<file path="src/rtl/seq_div_pkg.sv">
// Shared definitions for the sequential signed divider: default widths and
// the FSM state encoding used by the control and arithmetic blocks.
package seq_div_pkg;

  localparam int DEF_WIDTH    = 8;
  localparam int DEF_CTRWIDTH = 4;

  typedef enum logic [1:0] {
    S_IDLE = 2'd0,
    S_BUSY = 2'd1,
    S_DONE = 2'd2
  } state_t;

endpackage

</file>
<file path="src/rtl/seq_div_if.sv">
// Request/result bundle of the divider: operands and start in, quotient,
// remainder, status and flags out.
interface seq_div_if
  import seq_div_pkg::*;
#(
  parameter int WIDTH = DEF_WIDTH
);

  logic             start;
  logic [WIDTH-1:0] a;
  logic [WIDTH-1:0] b;
  logic [WIDTH-1:0] q;
  logic [WIDTH-1:0] r;
  logic             busy;
  logic             rdy;
  logic             dbz;
  logic             ovf;

  modport master (
    output start, a, b,
    input  q, r, busy, rdy, dbz, ovf
  );

  modport slave (
    input  start, a, b,
    output q, r, busy, rdy, dbz, ovf
  );

endinterface

</file>
<file path="src/rtl/seq_div_div_step.sv">
// One combinational restoring division step: shift the next dividend bit
// into the partial remainder and subtract the divisor if it fits.
module div_step
  import seq_div_pkg::*;
#(
  parameter int WIDTH = DEF_WIDTH
) (
  input  logic [WIDTH-1:0] i_rem,
  input  logic [WIDTH:0]   i_dvs,
  input  logic             i_bit,
  output logic [WIDTH-1:0] o_rem,
  output logic             o_qbit
);

  logic [WIDTH:0] w_shift;

  // Trial subtraction in WIDTH+1 bits; keep the difference only if non-negative.
  always_comb begin
    w_shift = {i_rem, i_bit};
    o_qbit  = (w_shift >= i_dvs);
    o_rem   = w_shift[WIDTH-1:0];
    if (o_qbit) begin
      o_rem = WIDTH'(w_shift - i_dvs);
    end
  end

endmodule

</file>
<file path="src/rtl/seq_div.sv">
// Sequential signed divider: WIDTH restoring steps on operand magnitudes,
// then one finalize cycle applying signs and special cases (b=0, MIN/-1).
module seq_div
  import seq_div_pkg::*;
#(
  parameter int WIDTH    = DEF_WIDTH,
  parameter int CTRWIDTH = DEF_CTRWIDTH
) (
  input logic   clk,
  input logic   reset,
  seq_div_if.slave bus
);

  localparam logic [WIDTH-1:0] MOST_NEG = {1'b1, {(WIDTH-1){1'b0}}};

  state_t              r_state;
  state_t              w_next;
  logic [CTRWIDTH-1:0] r_cnt;
  logic [WIDTH-1:0]    r_quo;
  logic [WIDTH-1:0]    r_rem;
  logic [WIDTH:0]      r_dvs;
  logic [WIDTH-1:0]    r_a;
  logic                r_qneg;
  logic                r_rneg;
  logic                r_dbz_p;
  logic                r_ovf_p;
  logic [WIDTH-1:0]    r_q;
  logic [WIDTH-1:0]    r_r;
  logic                r_dbz;
  logic                r_ovf;

  logic                w_accept;
  logic                w_last;
  logic [WIDTH:0]      w_aext;
  logic [WIDTH:0]      w_bext;
  logic [WIDTH-1:0]    w_amag;
  logic [WIDTH:0]      w_bmag;
  logic [WIDTH-1:0]    w_rem_nx;
  logic                w_qbit;

  div_step #(.WIDTH(WIDTH)) u_step (
    .i_rem  (r_rem),
    .i_dvs  (r_dvs),
    .i_bit  (r_quo[WIDTH-1]),
    .o_rem  (w_rem_nx),
    .o_qbit (w_qbit)
  );

  // Operand magnitudes, computed in WIDTH+1 bits so MOST_NEG is representable.
  always_comb begin
    w_aext   = {bus.a[WIDTH-1], bus.a};
    w_bext   = {bus.b[WIDTH-1], bus.b};
    w_amag   = WIDTH'(bus.a[WIDTH-1] ? -w_aext : w_aext);
    w_bmag   = bus.b[WIDTH-1] ? -w_bext : w_bext;
    w_accept = bus.start && (r_state != S_BUSY);
    w_last   = (r_cnt == CTRWIDTH'(WIDTH));
  end

  // State register.
  always_ff @(posedge clk or posedge reset) begin
    if (reset) begin
      r_state <= S_IDLE;
    end else begin
      r_state <= w_next;
    end
  end

  // Next-state logic: start accepted from IDLE/DONE, BUSY ends after the last step.
  always_comb begin
    w_next = r_state;
    case (r_state)
      S_IDLE:  if (bus.start) w_next = S_BUSY;
      S_BUSY:  if (w_last)    w_next = S_DONE;
      S_DONE:  if (bus.start) w_next = S_BUSY;
      default: w_next = S_IDLE;
    endcase
  end

  // Datapath: capture operands, iterate, then finalize signed results and flags.
  always_ff @(posedge clk or posedge reset) begin
    if (reset) begin
      r_cnt   <= '0;
      r_quo   <= '0;
      r_rem   <= '0;
      r_dvs   <= '0;
      r_a     <= '0;
      r_qneg  <= 1'b0;
      r_rneg  <= 1'b0;
      r_dbz_p <= 1'b0;
      r_ovf_p <= 1'b0;
      r_q     <= '0;
      r_r     <= '0;
      r_dbz   <= 1'b0;
      r_ovf   <= 1'b0;
    end else if (w_accept) begin
      r_cnt   <= '0;
      r_quo   <= w_amag;
      r_rem   <= '0;
      r_dvs   <= w_bmag;
      r_a     <= bus.a;
      r_qneg  <= bus.a[WIDTH-1] ^ bus.b[WIDTH-1];
      r_rneg  <= bus.a[WIDTH-1];
      r_dbz_p <= (bus.b == '0);
      r_ovf_p <= (bus.a == MOST_NEG) && (bus.b == '1);
    end else if (r_state == S_BUSY) begin
      if (!w_last) begin
        r_rem <= w_rem_nx;
        r_quo <= {r_quo[WIDTH-2:0], w_qbit};
        r_cnt <= r_cnt + 1'b1;
      end else if (r_dbz_p) begin
        r_q   <= '1;
        r_r   <= r_a;
        r_dbz <= 1'b1;
        r_ovf <= 1'b0;
      end else if (r_ovf_p) begin
        r_q   <= MOST_NEG;
        r_r   <= '0;
        r_dbz <= 1'b0;
        r_ovf <= 1'b1;
      end else begin
        r_q   <= r_qneg ? -r_quo : r_quo;
        r_r   <= r_rneg ? -r_rem : r_rem;
        r_dbz <= 1'b0;
        r_ovf <= 1'b0;
      end
    end
  end

  assign bus.q    = r_q;
  assign bus.r    = r_r;
  assign bus.dbz  = r_dbz;
  assign bus.ovf  = r_ovf;
  assign bus.busy = (r_state == S_BUSY);
  assign bus.rdy  = (r_state == S_DONE);

endmodule

</file>
<file path="src/flat_wrapper.sv">
// flat-port wrapper written by rule: the top's interface ports become plain ports
module seq_div_flat import seq_div_pkg::*;
#(
  parameter int WIDTH    = DEF_WIDTH,
  parameter int CTRWIDTH = DEF_CTRWIDTH
)
  (clk, reset, bus_start, bus_a, bus_b, bus_q, bus_r, bus_busy, bus_rdy, bus_dbz, bus_ovf);
  seq_div_if #(.WIDTH(WIDTH)) bus_i ();
  input logic clk;
  input logic reset;
  input wire logic [$bits(bus_i.start)-1:0] bus_start;
  input wire logic [$bits(bus_i.a)-1:0] bus_a;
  input wire logic [$bits(bus_i.b)-1:0] bus_b;
  output wire logic [$bits(bus_i.q)-1:0] bus_q;
  output wire logic [$bits(bus_i.r)-1:0] bus_r;
  output wire logic [$bits(bus_i.busy)-1:0] bus_busy;
  output wire logic [$bits(bus_i.rdy)-1:0] bus_rdy;
  output wire logic [$bits(bus_i.dbz)-1:0] bus_dbz;
  output wire logic [$bits(bus_i.ovf)-1:0] bus_ovf;
  assign bus_i.start = bus_start;
  assign bus_i.a = bus_a;
  assign bus_i.b = bus_b;
  assign bus_q = bus_i.q;
  assign bus_r = bus_i.r;
  assign bus_busy = bus_i.busy;
  assign bus_rdy = bus_i.rdy;
  assign bus_dbz = bus_i.dbz;
  assign bus_ovf = bus_i.ovf;
  seq_div #(.WIDTH(WIDTH), .CTRWIDTH(CTRWIDTH)) u_core (.clk(clk), .reset(reset), .bus(bus_i));
endmodule
</file>
<file path="config.mk">
export PLATFORM = sky130hd
export DESIGN_NAME = seq_div_flat
export DESIGN_NICKNAME = d
export VERILOG_FILES = /design/src/rtl/seq_div_pkg.sv /design/src/rtl/seq_div_if.sv /design/src/rtl/seq_div_div_step.sv /design/src/rtl/seq_div.sv /design/src/flat_wrapper.sv
export SDC_FILE = /design/constraint.sdc
export NUM_CORES = 1
export LEC_CHECK = 0
export ABC_CLOCK_PERIOD_IN_PS = 2500
export CELL_PAD_IN_SITES_DETAIL_PLACEMENT = 1
export CELL_PAD_IN_SITES_GLOBAL_PLACEMENT = 1
export CORE_ASPECT_RATIO = 0.9
export CORE_MARGIN = 1.5
export CORE_UTILIZATION = 43
export CTS_CLUSTER_DIAMETER = 100
export DETAILED_ROUTE_END_ITERATION = 6
export PLACE_DENSITY = 0.78
export SETUP_SLACK_MARGIN = 0.05
export SKIP_CTS_REPAIR_TIMING = 1
export SKIP_LAST_GASP = 1
export SLEW_MARGIN = 25
export SYNTH_ARGS = -nofsm -noshare
export SYNTH_HDL_FRONTEND = slang
export SYNTH_SLANG_ARGS = --single-unit
</file>
<file path="constraint.sdc">
create_clock -name clk -period 2.5 [get_ports clk]
set_input_delay 0.25 -clock clk [delete_from_list [all_inputs] [get_ports clk]]
set_output_delay 0.25 -clock clk [all_outputs]
set_load 0.01 [all_outputs]
</file>
==> key figures <==
Die
  – Die area: 8600 um^2
  – # IOs: 39
  – Initial Util: 45.2%
  – Die Span X: 97.6 um
  – Core Region: 7660 um^2
  – Die height: 88.1 um
  – Cell row count: 30

Setup path
  – R2R cell count: 6
  – Reg2reg end: u_core.r_rem[1]
  – CP max FO: 7
  – Startpoint Class: register
  – Setup CP Type: reg2reg
  – RR Startpoint: u_core.r_rem[3]
  – Critical Path Start: u_core.r_rem[3]
  – CP peak stage delay: 460 ps
  – Worst Path Buf+Inv: 0
  – CP Depth: 6
  – Crit path cell chain: ha_1, and4_1, a21boi_0, o211ai_1, and2_1, a311o_1
  – CP arrival: 2490 ps
  – Cell family with most CP delay: compound AO/OA/AOI/OAI gates
  – Worst setup path end: u_core.r_rem[1]
  – Slowest-stage cell, CP: dfrtp_1
  – Worst Path Required: 2730 ps
  – R2R Setup Slk: 230 ps
  – CP Capture Type: register

Detailed routing
  – Wire length on met2: 5050 um
  – Top routing layer in use: met4
  – DR WL/cell: 19.1 um
  – WL met3: 555 um
  – Drt via density: 5.85
  – Total vias in the final route: 3116
  – Routed Antenna Nets: 0
  – DR pass1 iterations: 4
  – Met1 wire length: 4430 um
  – # DRC: 0
  – Initial DRC Count: 178
  – Routed wire length: 10200 um

Global route
  – Vias in the first global route: 3273
  – All-Layer GR Usage: 25.3%
  – Initial antenna violation count: 0
  – Largest net degree at the start of global routing: 50
  – Gr ovfl total: 0
  – First-pass GRT wire length: 16800 um

Placed design
  – Dpl cells: 517
  – Dpl hpwl: 7410 um
  – PortBufs: 38
  – GPL Wtd Cong: 0.860
  – Placed Area: 4010 um^2
  – Dpl ws: 208 ps

Clocking
  – Clock sink count: 60
  – CTS Buffer Depth: 2
  – H-tree Lvls: 3
  – Clock slew at reported path FFs: 70 ps
  – Cts bufs inserted: 9
  – Clock root buffer: clkbuf_8
  – CTS tree: done
  – Worst-skew pair later-pin latency: 350 ps

STA
  – Post-layout worst setup margin: 233 ps
  – Fmax: 441 MHz
  – Slew margin rel.: 53.2%
  – Worst-Margin Slew: 701 ps
  – Total negative slack: 0 ps
  – Final period util: 90.7%
  – Setup violations, final: 0
  – Tmin final: 2270 ps
  – RSZ-0062 raised after global routing: false
  – Final hold viol count: 0
  – Max Clock Skew: 7.87 ps
  – Fin. max-slew vios: 0

Logic synthesis
  – Commonest register cell after synthesis: dfrtp_1
  – Post-synthesis net count: 426
  – Post-synth ARST share: 100%
  – Syn_area_per_cell: 8.88 um^2
  – Syn Inst Count: 390
  – Seq/Total Area, Yosys: 43.4%
  – Mapped Area: 3460 um^2
  – Flops & latches, synth: 60
  – Synth Warn #: 0
  – Post-synth EDFFs: 0
  – Cell variety after synth: 51

Job
  – Max-cap violations: 0

Final layout
  – Fin area: 4210 um^2
  – Cell Count, Final, Fillers Out: 533
  – Ant diodes: 0
  – Fill cells: 900
  – Layout cell share with drive strength beyond 1: 8.70%
  – Commonest non-fill, non-tap cells in the layout: 60 x dfrtp_1, 52 x nand2_1, 38 x clkdlybuf4s50_1, 31 x a21oi_1, 26 x inv_1
  – Most common cell after layout, fill and taps aside: dfrtp_1
  – Area growth, synth to finish: 21.6%
  – Final #Nets: 468

Pwr
  – P_sw: 2.59 mW
  – Cell Pwr Density: 1430 nW/um^2
  – Leak: 1.86 nW
  – Sequential share of power: 31.2%
  – Worst vdd ir: 0.684 mV
  – Internal Dissipation: 3.41 mW
  – Logic pwr share: 53.7%
  – Clock power share: 15.1%
  – Sw Share: 43.2%

Worst hold path
  – Hold Path Class: in2async

Outcome
  – Status: complete, no violations
## cells in the mapped netlist (3+ instances only)
master	n	area (um^2)
o21ai_0	21	105
a22oi_1	4	30.0
a31oi_1	3	18.8
xnor2_1	14	123
o21a_1	4	30.0
clkbuf_1	20	75.1
o311ai_0	8	70.1
nand3_1	12	60.1
o221ai_1	3	26.3
or3_1	5	31.3
mux2i_1	3	30.0
o22ai_1	4	25.0
nor2_1	26	97.6
nor3_1	7	35.0
a21boi_0	4	30.0
a21o_1	3	22.5
ha_1	16	200
inv_1	27	101
a21oi_1	31	155
o31ai_1	7	52.6
dfrtp_1	60	1500
nand4_1	8	50.1
xor2_1	12	105
nand2_1	52	195
nand2b_1	3	18.8
## power by group through the flow
stage	Clock, mW	Combinational, mW	Sequential (mW)
after floorplan	0	2.09	1.79
after global placement	0	3.07	1.84
after detailed placement	0	3.19	1.88
after CTS	0.925	3.24	1.87
after global routing	0.951	3.59	1.94
final	0.905	3.23	1.88
## cell type report
cell class	instances	area (um^2)	share of cell area [%]
well taps	96	120	2.85
clock inverters	4	47.5	1.13
clock buffers	12	155	3.69
flip-flops and latches	60	1500	35.7
inverters	28	105	2.50
repair buffers	53	505	12.0
multi-input cells	280	1770	42.2
## how the worst min path moves through the flow
stage               slack [ps]              end  cells past startpoint
floorplan                  350   u_core.r_dbz_p                      1
global placement           460    u_core.r_a[4]                      2
detailed placement         470    u_core.r_a[4]                      2
CTS                        150  u_core.bus.r[6]                      2
global route               160  u_core.bus.r[6]                      2
finish                     150  u_core.bus.r[6]                      2
## kinds of logic after synthesis
group,count (synthesis),share of synthesized area (%)
mux,4,1.19
compound gates,106,19.9
fa+ha+maj,17,6.36
flops,60,43.4
buf+inv,50,5.46
xor+xnor,26,6.58
simple gates,127,17.1
## registers in the layout, indices dropped and copies added (netlist names)
register	cells
u_core.r_quo	8
u_core.r_a	7
u_core.r_dbz_p	1
u_core.r_rneg	1
u_core.bus.dbz	1
u_core.bus.ovf	1
u_core.bus.q	8
u_core.r_qneg	1
u_core.r_ovf_p	1
u_core.r_rem	8
u_core.r_dvs	9
u_core.r_state	2
u_core.bus.r	8
u_core.r_cnt	4
## through the flow
| stage | hold slack [ps] | power, mW | utilization (%) |
|---|---|---|---|
| 3_3_place_gp | 461 | 4.92 | 52.3 |
| 6_report | 153 | 6.01 | 55.0 |
| 5_1_grt | 164 | 6.48 | 55.0 |
| 4_1_cts | 152 | 6.04 | 55.0 |
| 3_5_place_dp | 469 | 5.07 | 52.3 |
| 2_1_floorplan | 346 | 3.88 | - |
## layer usage
metal / up-vias / GRT usage [%]
met2: 87 / 44.2
met3: 14 / 5.75
met5: - / 0
met1: 1552 / 31.8
li1: 1463 / -
met4: 0 / 7.53
Note: power is estimated with default switching activity, not from simulation.
==> patch: new RTL, same flow settings <==
The package constant `DEF_WIDTH` goes from 8 to 12.
--- a/src/rtl/seq_div_pkg.sv
+++ b/src/rtl/seq_div_pkg.sv
@@ -2,7 +2,7 @@
 // the FSM state encoding used by the control and arithmetic blocks.
 package seq_div_pkg;
 
-  localparam int DEF_WIDTH    = 8;
+  localparam int DEF_WIDTH    = 12;
   localparam int DEF_CTRWIDTH = 4;
 
   typedef enum logic [1:0] {
Interface: changed (resized bus_a, bus_b, bus_q and bus_r); port bits go from 39 to 55. No check against the original RTL was run, so the function may have changed too.
==> patch against the original RTL <==
- sequential cell count rose by 24
- via count rose by 47%
- synthesized area rose by 44%
- setup slack got worse by 0.15 ns
- hold slack improved by 0.096 ns
- power rose by 67%
- routed wire length rose by 55%
- final area rose by 52%
- largest cell class unchanged
- largest power group unchanged
==> patch: results (changes against the original RTL) <==
[clock_network]
h-tree-depth=3  ; unchanged
cts_made_buffers=9  ; unchanged
clk_pin_slew_ns=0.07  ; about the same
root_buffer=clkbuf_16  ; was clkbuf_8
cts_buffer_depth=2  ; unchanged

[power]
leakage_nw=2.808  ; was 1.858 nW
p_switching_mw=4.367  ; was 2.595 mW
vdd_drop_max_uv=585.4  ; was 684.0 uV

[finish]
fin_nets=701  ; was 468
diodes=0  ; unchanged
fillerInstances=1347  ; was 900
final_cell_area_sq_um=6415  ; was 4209 sq um
largest_reg_flops=13  ; was 9
instances_no_fill=814  ; was 533
drive_above_1_share=0.1246  ; was 0.08696

[drt]
vias=4595  ; was 3116
wire_per_inst_um=19.32  ; was 19.09 um
drt-initial-drc-count=252  ; was 178
drt-pass1-iter-count=5  ; was 4

[global_routing]
antenna_found_initial=0  ; unchanged
grt_pass1_wl_um=24710  ; was 16800 um
grt_pass1_vias=4614  ; was 3273
track_usage=0.2651  ; was 0.2531
grt_max_degree=35  ; was 50

[critical_path]
cp.arrival_ns=2.63  ; was 2.49 ns
path_max_fanout=3  ; was 7

[place]
globalplace.congestion=0.8986  ; was 0.8597
place_inst=783  ; was 517
place_area_sq_um=5888  ; was 4006 sq um
portBuffers=54  ; was 38
dp_hpwl_um=11170  ; was 7414 um

[yosys]
avgSynthCellArea_sq_um=8.699  ; was 8.877 sq um
yosysUniqueCellTypes=51  ; unchanged
syn_nets=621  ; was 426
netlist_top_cells_area=dfrtp_1, nand2_1, xnor2_1  ; was dfrtp_1, ha_1, nand2_1
synth_common_cells=nand2_1, dfrtp_1, nor2_1  ; was dfrtp_1, nand2_1, a21oi_1
yosysSeqAreaShare=0.4217  ; was 0.4337

[outcome]
outcome=finished clean  ; unchanged

[worst_hold_path]
hp-class=primary input to asynchronous set/reset pin  ; unchanged

[sta]
max-slew-margin-rel=0.4289  ; was 0.5324
fin_skew_ns=0.01258  ; was 0.007868 ns

patch: path summary, 6_finish.rpt:
kind                                       start          endpoint  slack [ns]  cells past startpoint
worst max register to register  u_core.r_quo[11]  u_core.r_rem[10]        0.09                     10
max in group asynchronous                  reset   u_core.r_rem[5]        1.56                      3
worst max-delay path            u_core.r_quo[11]  u_core.r_rem[10]        0.09                     10
min in group clk                   u_core.r_a[0]     u_core.r_a[0]        0.48                      2
worst min register to register     u_core.r_a[0]     u_core.r_a[0]        0.48                      2
worst min-delay path                       reset   u_core.r_rem[8]        0.25                      2
patch: layout make-up:
type | count | share of cell area
timing repair buffer | 98 | 0.1459
inverter | 34 | 0.02009
clock inverter | 7 | 0.01424
tap | 156 | 0.03043
clock buffer | 9 | 0.03511
multi-input combinational | 426 | 0.4262
sequential | 84 | 0.3281
patch: through the flow:
stage | TNS (ns) | worst slack [ns] | power, mW
6_report | 0 | 0.08621 | 10.05
5_1_grt | -0.01038 | -0.01038 | 10.76
4_1_cts | 0 | 0.05406 | 9.322
3_5_place_dp | 0 | 0.05227 | 7.827
3_3_place_gp | 0 | 0.1452 | 7.569
2_1_floorplan | 0 | 0.08486 | 5.885
patch: routing by layer:
metal | vias to the layer above | track usage | share of wire
li1 | 2176 | - | -
met2 | 130 | 0.4034 | 0.46
met1 | 2263 | 0.3816 | 0.46
met3 | 26 | 0.04466 | 0.054
met5 | - | 0 | 0
met4 | 0 | 0.08798 | 0.021
patch: kinds of logic after synthesis:
kind of cell / synth area share
simple gates: 0.1737
fa+ha+maj: 0.05422
mux: 0.02435
xor+xnor: 0.08434
buf+inv: 0.04794
flops: 0.4217
compound gates: 0.1938
patch: worst max-delay path: stages (launching register included):
cell,delay (ns)
dfrtp_1,0.39
inv_1,0.12
ha_1,0.19
inv_1,0.06
fa_2,0.36
a21o_1,0.24
a221oi_2,0.36
o221ai_2,0.16
xor2_1,0.16
mux2i_1,0.17
o21ai_0,0.09
patch: power groups by stage:
stage | combinational, mW | sequential (mW) | clock (mW)
2_1_floorplan | 3.34 | 2.55 | 0
3_3_place_gp | 5.00 | 2.57 | 0
3_5_place_dp | 5.20 | 2.62 | 0
4_1_cts | 5.28 | 2.61 | 1.44
5_1_grt | 6.57 | 2.70 | 1.49
6_report | 6.01 | 2.62 | 1.42
